`src/rtl/aes_round_sequencer_if.sv`:
```
// Handshake and datapath-control bundle between the AES round sequencer,
// the encrypt/decrypt requesters, key storage and the round datapath.
interface aes_round_sequencer_if #(
  parameter int RCNT_W = 4
);
  logic              enc_req;
  logic              dec_req;
  logic              key_ready;
  logic              out_ready;
  logic              enc_grant;
  logic              dec_grant;
  logic              mode;
  logic              load_block;
  logic              round_en;
  logic              final_round;
  logic [RCNT_W-1:0] round_num;
  logic [RCNT_W-1:0] key_sel;
  logic              out_valid;
  logic              clear;
  logic              busy;

  // Sequencer side
  modport master (
    input  enc_req, dec_req, key_ready, out_ready,
    output enc_grant, dec_grant, mode, load_block, round_en, final_round,
           round_num, key_sel, out_valid, clear, busy
  );

  // Requester / datapath side
  modport slave (
    output enc_req, dec_req, key_ready, out_ready,
    input  enc_grant, dec_grant, mode, load_block, round_en, final_round,
           round_num, key_sel, out_valid, clear, busy
  );
endinterface

```
`src/rtl/aes_round_sequencer.sv`:
```
// Round-robin arbiter and round sequencer for the shared AES round datapath.
// Control outputs are registered: they are decoded from the next state and
// captured together with it, so they line up with the state they describe.
// clear is the only combinational output (out_valid qualified by out_ready).
module aes_round_sequencer #(
  parameter int NUM_ROUNDS = 10,
  parameter int RCNT_W     = 4
) (
  input  logic                  clk,
  input  logic                  n_rst,
  aes_round_sequencer_if.master bus
);

  typedef enum logic [2:0] {
    IDLE  = 3'd0,
    LOAD  = 3'd1,
    ROUND = 3'd2,
    FINAL = 3'd3,
    OUT   = 3'd4
  } state_t;

  localparam logic [RCNT_W-1:0] LAST_RND = RCNT_W'(NUM_ROUNDS);
  localparam logic [RCNT_W-1:0] PENULT   = RCNT_W'(NUM_ROUNDS - 1);
  localparam logic [RCNT_W-1:0] ZERO     = {RCNT_W{1'b0}};
  localparam logic [RCNT_W-1:0] ONE      = RCNT_W'(1);

  state_t            state_r, state_s;
  logic [RCNT_W-1:0] round_num_r, round_num_s;
  logic              mode_r, mode_s;
  logic              last_served_r, last_served_s;  // 1 = decrypt served last

  logic              enc_grant_r, enc_grant_s;
  logic              dec_grant_r, dec_grant_s;
  logic              load_block_r, load_block_s;
  logic              round_en_r, round_en_s;
  logic              final_round_r, final_round_s;
  logic [RCNT_W-1:0] key_sel_r, key_sel_s;
  logic              out_valid_r, out_valid_s;
  logic              busy_r, busy_s;

  // Next-state, round counter, arbitration and decode of the next-cycle outputs
  always_comb begin
    state_s       = state_r;
    round_num_s   = round_num_r;
    mode_s        = mode_r;
    last_served_s = last_served_r;

    case (state_r)
      IDLE: begin
        if (bus.key_ready && (bus.enc_req || bus.dec_req)) begin
          // On a tie the requester not served last wins
          if (bus.enc_req && bus.dec_req) begin
            mode_s = ~last_served_r;
          end else begin
            mode_s = bus.dec_req;
          end
          state_s     = LOAD;
          round_num_s = ZERO;
        end else begin
          state_s = IDLE;
        end
      end
      LOAD: begin
        state_s     = ROUND;
        round_num_s = ONE;
      end
      ROUND: begin
        round_num_s = round_num_r + ONE;
        if (round_num_r == PENULT) begin
          state_s = FINAL;
        end else begin
          state_s = ROUND;
        end
      end
      FINAL: begin
        state_s     = OUT;
        round_num_s = LAST_RND;
      end
      OUT: begin
        if (bus.out_ready) begin
          state_s       = IDLE;
          round_num_s   = ZERO;
          last_served_s = mode_r;
        end else begin
          state_s = OUT;
        end
      end
      default: begin
        state_s     = IDLE;
        round_num_s = ZERO;
      end
    endcase

    enc_grant_s   = 1'b0;
    dec_grant_s   = 1'b0;
    load_block_s  = 1'b0;
    round_en_s    = 1'b0;
    final_round_s = 1'b0;
    key_sel_s     = ZERO;
    out_valid_s   = 1'b0;
    busy_s        = (state_s != IDLE);

    case (state_s)
      LOAD: begin
        enc_grant_s  = ~mode_s;
        dec_grant_s  = mode_s;
        load_block_s = 1'b1;
        key_sel_s    = mode_s ? LAST_RND : ZERO;
      end
      ROUND: begin
        round_en_s = 1'b1;
        key_sel_s  = mode_s ? (LAST_RND - round_num_s) : round_num_s;
      end
      FINAL: begin
        round_en_s    = 1'b1;
        final_round_s = 1'b1;
        key_sel_s     = mode_s ? ZERO : LAST_RND;
      end
      OUT: begin
        out_valid_s = 1'b1;
      end
      default: begin
        key_sel_s = ZERO;
      end
    endcase
  end

  // State, counter and registered outputs with synchronous reset
  always_ff @(posedge clk) begin
    if (n_rst) begin
      state_r       <= IDLE;
      round_num_r   <= ZERO;
      mode_r        <= 1'b0;
      last_served_r <= 1'b1;
      enc_grant_r   <= 1'b0;
      dec_grant_r   <= 1'b0;
      load_block_r  <= 1'b0;
      round_en_r    <= 1'b0;
      final_round_r <= 1'b0;
      key_sel_r     <= ZERO;
      out_valid_r   <= 1'b0;
      busy_r        <= 1'b0;
    end else begin
      state_r       <= state_s;
      round_num_r   <= round_num_s;
      mode_r        <= mode_s;
      last_served_r <= last_served_s;
      enc_grant_r   <= enc_grant_s;
      dec_grant_r   <= dec_grant_s;
      load_block_r  <= load_block_s;
      round_en_r    <= round_en_s;
      final_round_r <= final_round_s;
      key_sel_r     <= key_sel_s;
      out_valid_r   <= out_valid_s;
      busy_r        <= busy_s;
    end
  end

  assign bus.enc_grant   = enc_grant_r;
  assign bus.dec_grant   = dec_grant_r;
  assign bus.mode        = mode_r;
  assign bus.load_block  = load_block_r;
  assign bus.round_en    = round_en_r;
  assign bus.final_round = final_round_r;
  assign bus.round_num   = round_num_r;
  assign bus.key_sel     = key_sel_r;
  assign bus.out_valid   = out_valid_r;
  assign bus.clear       = out_valid_r & bus.out_ready;
  assign bus.busy        = busy_r;

endmodule

```
`src/flat_wrapper.sv`:
```
// flat-port wrapper written by rule: the top's interface ports become plain ports
module aes_round_sequencer_flat 
#(
  parameter int NUM_ROUNDS = 10,
  parameter int RCNT_W     = 4
)
  (clk, n_rst, bus_enc_req, bus_dec_req, bus_key_ready, bus_out_ready, bus_enc_grant, bus_dec_grant, bus_mode, bus_load_block, bus_round_en, bus_final_round, bus_round_num, bus_key_sel, bus_out_valid, bus_clear, bus_busy);
  aes_round_sequencer_if #(.RCNT_W(RCNT_W)) bus_i ();
  input  logic clk;
  input  logic n_rst;
  input wire logic [$bits(bus_i.enc_req)-1:0] bus_enc_req;
  input wire logic [$bits(bus_i.dec_req)-1:0] bus_dec_req;
  input wire logic [$bits(bus_i.key_ready)-1:0] bus_key_ready;
  input wire logic [$bits(bus_i.out_ready)-1:0] bus_out_ready;
  output wire logic [$bits(bus_i.enc_grant)-1:0] bus_enc_grant;
  output wire logic [$bits(bus_i.dec_grant)-1:0] bus_dec_grant;
  output wire logic [$bits(bus_i.mode)-1:0] bus_mode;
  output wire logic [$bits(bus_i.load_block)-1:0] bus_load_block;
  output wire logic [$bits(bus_i.round_en)-1:0] bus_round_en;
  output wire logic [$bits(bus_i.final_round)-1:0] bus_final_round;
  output wire logic [$bits(bus_i.round_num)-1:0] bus_round_num;
  output wire logic [$bits(bus_i.key_sel)-1:0] bus_key_sel;
  output wire logic [$bits(bus_i.out_valid)-1:0] bus_out_valid;
  output wire logic [$bits(bus_i.clear)-1:0] bus_clear;
  output wire logic [$bits(bus_i.busy)-1:0] bus_busy;
  assign bus_i.enc_req = bus_enc_req;
  assign bus_i.dec_req = bus_dec_req;
  assign bus_i.key_ready = bus_key_ready;
  assign bus_i.out_ready = bus_out_ready;
  assign bus_enc_grant = bus_i.enc_grant;
  assign bus_dec_grant = bus_i.dec_grant;
  assign bus_mode = bus_i.mode;
  assign bus_load_block = bus_i.load_block;
  assign bus_round_en = bus_i.round_en;
  assign bus_final_round = bus_i.final_round;
  assign bus_round_num = bus_i.round_num;
  assign bus_key_sel = bus_i.key_sel;
  assign bus_out_valid = bus_i.out_valid;
  assign bus_clear = bus_i.clear;
  assign bus_busy = bus_i.busy;
  aes_round_sequencer #(.NUM_ROUNDS(NUM_ROUNDS), .RCNT_W(RCNT_W)) u_core (.clk(clk), .n_rst(n_rst), .bus(bus_i));
endmodule
```
`config.mk`:
```
export PLATFORM = sky130hd
export DESIGN_NAME = aes_round_sequencer_flat
export DESIGN_NICKNAME = d
export VERILOG_FILES = /design/src/rtl/aes_round_sequencer_if.sv /design/src/rtl/aes_round_sequencer.sv /design/src/flat_wrapper.sv
export SDC_FILE = /design/constraint.sdc
export NUM_CORES = 1
export LEC_CHECK = 0
export BUFFER_PORTS_ARGS = -buffer_cell sky130_fd_sc_hd__buf_2
export CAP_MARGIN = 20
export CORE_MARGIN = 2
export CORE_UTILIZATION = 50
export CTS_BUF_LIST = sky130_fd_sc_hd__clkbuf_8
export CTS_CLUSTER_SIZE = 16
export DETAILED_ROUTE_END_ITERATION = 10
export GPL_ROUTABILITY_DRIVEN = 0
export PLACE_DENSITY = 0.84
export SLEW_MARGIN = 20
export SYNTH_ARGS = -nofsm -noshare
export SYNTH_HDL_FRONTEND = slang
export SYNTH_SLANG_ARGS = --single-unit
export TNS_END_PERCENT = 50
```
`constraint.sdc`:
```
create_clock -name clk -period 4.4 [get_ports clk]
set_input_delay 0.22 -clock clk [delete_from_list [all_inputs] [get_ports clk]]
set_output_delay 0.22 -clock clk [all_outputs]
set_load 0.01 [all_outputs]
```
* Word level (Yosys, flattened, before mapping) *
Index checks and enable logic that the tools add are counted.

operators by class
  muxes and demuxes = 18
  reduce and logical (&&, ||, !) cells = 8
  bitwise logic cells = 4
  eq/ne operators = 9
  add/subtract/negate cells = 2

operator list
  cell                 number
  $mux 4               5
  $pmux 4 s5           1
  $pmux 3 s5           1
  $eq 3x2->1 const B   4
  $pmux 4 s3           1
  $mux 1               9
  $eq 3x1->1 const B   2
  $eq 3x3->1 const B   2
  $add 4x1->4 const B  1
  $eq 4x4->1 const B   1
  $reduce_or 2->1      2
  $sub 4x4->4 const A  1
  $logic_not 3->1      1
  $mux 3               1
  $not 1->1            3
  $reduce_bool 3->1    1
  $logic_and 1x1->1    2
  $reduce_and 2->1     1
  $and 1x1->1          1
  $logic_or 1x1->1     1

word-level totals
  flip-flop bits (word level) = 20
  logic and storage cells = 53
  input port bits = 6
  output and inout port bits = 17

* Longest topological paths before layout *
  depth in word-level cells = 7
  depth in mapped cells = 10
  mapped depth without buffers = 10

* Worst setup path after synthesis *
Ideal clock, no wire load.

  kind = register -> register
  start point = register u_core.round_num_r[1] (netlist: u_core.bus.round_num[1])
  end point = register u_core.key_sel_r[1] (netlist: u_core.bus.key_sel[1])
  arrival time = 1.865 ns
  cell stages (with the launch flop) = 11
  path slack = 2.444 ns
  path through = dfxtp_1 inv_1 ha_1 nand2b_1 a22oi_2 inv_1 ha_1 inv_1 a21oi_1 o32a_1 a311oi_1

between the ends
  longest elaborated chain between the ends = 5
  elaborated cells on any way between the ends = 13
  classes of those cells = 2 x add/sub; 4 x eq/ne; 7 x mux

ends and longest elaborated chain
  what                                 line                        RTL
  from (decl)                          aes_round_sequencer.sv:28   logic [RCNT_W-1:0] round_num_r, round_num_s;
  from (signal assigned)               aes_round_sequencer.sv:145  round_num_r <= round_num_s;
  $add 4x1->4 (tied with other cells)  aes_round_sequencer.sv:68   round_num_s = round_num_r + ONE;
  $pmux 4 s5 (*)                       aes_round_sequencer.sv:48   case (state_r)
  named net u_core.round_num_s[1]      aes_round_sequencer.sv:28
  $sub 4x4->4                          aes_round_sequencer.sv:112  key_sel_s = mode_s ? (LAST_RND - round_num_s) : round_num_s;
  $mux 4 (*)                           aes_round_sequencer.sv:112
  $pmux 4 s3 (*)                       aes_round_sequencer.sv:103  case (state_s)
  to (signal assigned)                 aes_round_sequencer.sv:153  key_sel_r <= key_sel_s;
  to (decl)                            aes_round_sequencer.sv:37   logic [RCNT_W-1:0] key_sel_r, key_sel_s;

Mark *: on every way through the listed nets, which the timed path passes. The rest lies on a longest branch.
A chain may end at the register's enable or synchronous reset.

* Final worst setup path *
  start point = register u_core.state_r[2]
  end point = register u_core.key_sel_r[1] (netlist: u_core.bus.key_sel[1])

between the ends
  longest elaborated chain between the ends = 5
  elaborated cells on any way between the ends = 16
  classes of those cells = 1 x add/sub; 7 x eq/ne; 7 x mux; 1 x reduce/logical

ends and longest elaborated chain
  what                                line                        RTL
  from (decl)                         aes_round_sequencer.sv:27   state_t state_r, state_s;
  from (signal assigned)              aes_round_sequencer.sv:144  state_r <= state_s;
  $eq 3x3->1 (tied with other cells)  aes_round_sequencer.sv:48
  $pmux 4 s5 (*)                      aes_round_sequencer.sv:48
  named net u_core.round_num_s[1]     aes_round_sequencer.sv:28
  $sub 4x4->4                         aes_round_sequencer.sv:112
  $mux 4 (*)                          aes_round_sequencer.sv:112
  $pmux 4 s3 (*)                      aes_round_sequencer.sv:103

Marked as above.

==> results.md <==
- The worst hold path belongs to the class in -> reg.
- The flow ran to the end, and the final reports show no timing, DRC or antenna violations.
- The critical path in this run is classified as reg -> reg.
- The count of buffering cells on the critical path with inverters included is 2.
- The adder-cell area share of the yosys netlist is about 4.1%.
- Clock skew on the completed layout was measured at 0.00773 ns.
- The placed instance area is 1040 um^2.
- The sequential fraction of the synthesis area is 44.0%.
- The cell with the largest stage delay on the worst path is o311a_1.
- The clock sink count is 20.
- The clock network latency to the later pin of the worst-skew pair is between 0.2 and 0.3 ns.
- The post-synth design cell area is between 900 and 1000 um^2.
- Data on the critical path arrives at its endpoint at 2.46 ns.
- From left edge to right edge, the die measures around 47 um.
- The post-route cell area is between 1000 and 1500 um^2.
- The switching share of total power is 23.6%.
- The combinational family with the most area after synthesis is simple AND/OR/NAND/NOR gates.
- The routed via count is 728.
- The number of cells produced by synthesis is 95.
- The number of setup violations in the final report is 0.
- The net count of the finished layout is ~130.
- Each instance of the synthesized netlist takes up on average around 9.6 um^2.
- In this run the biggest area consumer among cell types represents a little over two fifths of the synthesized area.
- The cell row count is 15.
- In this run the number of H-tree levels came out at 1.
- No sink is reached through more buffers than the 2 on the longest clock path.
- The fraction of layout instances using a drive strength above 1 is about 28%.
- From bottom edge to top edge, the die measures approximately 47 um.
- The CTS tree is yes.
- The post-synthesis share of cell area spent on xor and xnor gates is under 10%.
- Once routing completed, OpenROAD measured the worst setup slack at between 2 and 2.5 ns.
- The tree is rooted in a clkbuf_8.
- The number of antenna violations at the first check in global routing is 0.
- The register bit count reported by yosys is 20.
- The layout overhead on the synthesized area is 21.7%.
- The slew at the pin with the worst max-slew slack is between 0.5 and 0.6 ns.
- The power density over cell area is about 400 nW/um^2.
- Internal power comes to approximately 340 uW.
- The number of global-route vias before repair is ~670.
- The critical-path maximum fanout is 14.
- The global-route wire length before repair is 2800 um.
- The net switching power is 105 uW.
- The maximum cell stage delay along the critical path is between 0.4 and 0.5 ns.
- The core area is around 1700 um^2.
- Data on the critical path is required at its endpoint by between 4 and 5 ns.
- 0 antenna diodes ended up in the layout.
- During placement, the flow inserted port buffers numbering 22.
- The critical path goes through o311a_1 -> a22oi_2 -> inv_1 -> ha_1 -> inv_1 -> a21oi_1 -> o32a_1 -> a311oi_1.
- The tightest slew margin relative to the limit is between 60 and 70%.
- Entering global routing, the biggest net connects 15 pins.
- The number of distinct standard cells referenced by the synthesized netlist is 36.
- The most common cell after layout, fill and taps aside is buf_2.
- Measured on the finished design, the core utilization comes to 64.2%.
- After detailed routing, the average wire length per cell comes to approximately 13 um.
- The residual antenna-violating net count after detailed routing is 0.
- The number of enable flip-flop cells after synthesis is 0.
- The first-pass iteration count of the detailed router is 4.
- The detailed-placement wirelength estimate is 1370 um.
- The part of the power in the clock network is around two fifths.
- The synthesized netlist net count is approximately 100.
- The tool flagged a number of max-cap violations equal to 0.
- The launching element type of the critical path is a flop.
- The worst setup timing slack at the placement stage is approximately 2.2 ns.
- For this run, design rule violations remaining after detail routing come to 0.
- The worst-case IR drop observed on VDD is approximately 0.44 mV.
- The timing-limited maximum frequency is around 0.44 GHz.
- For this run, asynchronously set or reset flops after synthesis account for 0%.
- The largest area contributor in the synthesized netlist is dfxtp_1.
- The max-slew violation total from the final report is 0.
- The final worst-path cycle share is between 50% and 60%.
- The CTS clock-pin slew for the worst setup and hold paths is 0.07 ns.
- The number of synthesis warnings is 0.
- The sum of negative setup slack is 0 ns.
- The static leakage is roughly 0.53 nW.
- In the layout the commonest cells are buf_2 (22), dfxtp_1 (20), nor2_1 (12), inv_1 (6), a21oi_1 (6).
- Of the total synthesized cell area, the portion taken by AND, OR, NAND and NOR gates is 22.1%.
- The count of hold-fix buffers inserted at cts is 0.
- Combinational cells account for between 10 and 15% of the total power.
- The number of hold violations in the final report was 0.
- Yosys attributes the largest share of cell area to dfxtp_1 (44%), nor2_1 (4.9%), ha_1 (4.1%), nor2b_1 (3.4%), a21oi_1 (3.3%).
- Clock tree synthesis inserted a total of 3 buffers.
- The synthesized netlist devotes a little under a fifth of its cell area to compound gates.
- The kind of cell with the highest combined delay along the critical path is compound AO/OA/AOI/OAI gates.
- The most used flip-flop cell after synthesis is dfxtp_1.
- The total of cells resized after clock tree synthesis is 0.
- The I/O pin count is 23.
- The first-iteration detailed-routing DRC count is 18.
- The number of buffers added for setup after CTS is 0.
- Global routing finished with a remaining overflow of 0.
- Setup repair after global routing left no endpoint under its margin.
- Multiplexer cells account for under 10% of the synthesized area.
- For this configuration, the core starts out at a cell density of 52.8%.
- STA classifies the critical path endpoint as a flop.
- The sum of routed wire length over all layers is approximately 1800 um.
- The overall die area is around 2200 um^2.
- The global-route usage over all layers is 18.2%.
- The sequential fraction of design power is 44.4%.
- The most frequent cell on the critical path is inv_1.
- The post-route minimum period is roughly 2.3 ns.
- In the routed layout, each cell is associated on average with a via count of between 5 and 6.
[synth_stat cells (all sizes together), types with 2 or more instances]
cell	count
mux2i	3
ha	3
nand2b	3
xnor2	3
nor2	13
o21ai	2
dfxtp	20
clkbuf	2
o21bai	2
nand3	2
a22oi	2
a21oi	6
nand2	4
inv	6
nor3	2
nor2b	5
[logic make-up (layout without fill, tap and decap cells)]
logic type                 after synthesis  after routing
AOI/OAI and AO/OA                       21             21
adders and majority gates                3              3
DFF                                     20             20
and+or+nand+nor                         35             35
muxes                                    3              3
buffers and inverters                    9             32
xor gates and xnor gates                 4              4
[path summary, 6_finish.rpt]
check                                     startpoint                     to  slack (ns)  depth (start not counted)
worst max-delay path               u_core.state_r[2]  u_core.bus.key_sel[1]        2.12                          8
worst min-delay path                           n_rst        u_core.bus.mode        0.28                          2
worst max register to register     u_core.state_r[2]  u_core.bus.key_sel[1]        2.12                          8
worst min register to register  u_core.last_served_r   u_core.last_served_r        0.49                          2
[power groups by stage]
| stage | combinational (mW) | clock (mW) | sequential (mW) |
|---|---|---|---|
| floorplan | 0.0458 | 0 | 0.203 |
| global placement | 0.0631 | 0 | 0.202 |
| detailed placement | 0.0653 | 0 | 0.202 |
| CTS | 0.0657 | 0.184 | 0.198 |
| global route | 0.0721 | 0.189 | 0.199 |
| finish | 0.0662 | 0.181 | 0.198 |
[area by class of cell]
cell class                 count  area, um^2
clock buffer                   3        41.3
clock inverter                 1        30.0
fill                         158         618
inverter                       6        22.5
multi-input combinational     66         473
sequential                    20         400
tap                           25        31.3
timing repair buffer          22         110
[sequential cells by signal, summed over array words and instances (netlist names)]
register and count:
u_core.bus.round_num 4, u_core.bus.final_round 1, u_core.bus.dec_grant 1, u_core.bus.busy 1, u_core.bus.enc_grant 1, u_core.bus.out_valid 1
u_core.bus.key_sel 4, u_core.bus.round_en 1, u_core.bus.load_block 1, u_core.last_served_r 1, u_core.bus.mode 1, u_core.state_r 3
[stage by stage]
| step | std cells | hold WS (ns) | total power [mW] |
|---|---|---|---|
| 2_1_floorplan | 95 | 0.327 | 0.249 |
| 3_3_place_gp | 139 | 0.455 | 0.265 |
| 3_5_place_dp | 139 | 0.481 | 0.267 |
| 4_1_cts | 143 | 0.275 | 0.447 |
| 5_1_grt | 143 | 0.291 | 0.461 |
| 6_report | 143 | 0.282 | 0.445 |
[layer usage]
layer  GRT usage, %  share of wire, %  vias up
li1               -                 -      370
met1           21.5                44      330
met2           30.6                49       23
met3           5.88               5.3        5
met4           6.67               1.5        0
met5              0                 0        -
Note: power is estimated with default switching activity, not from simulation.
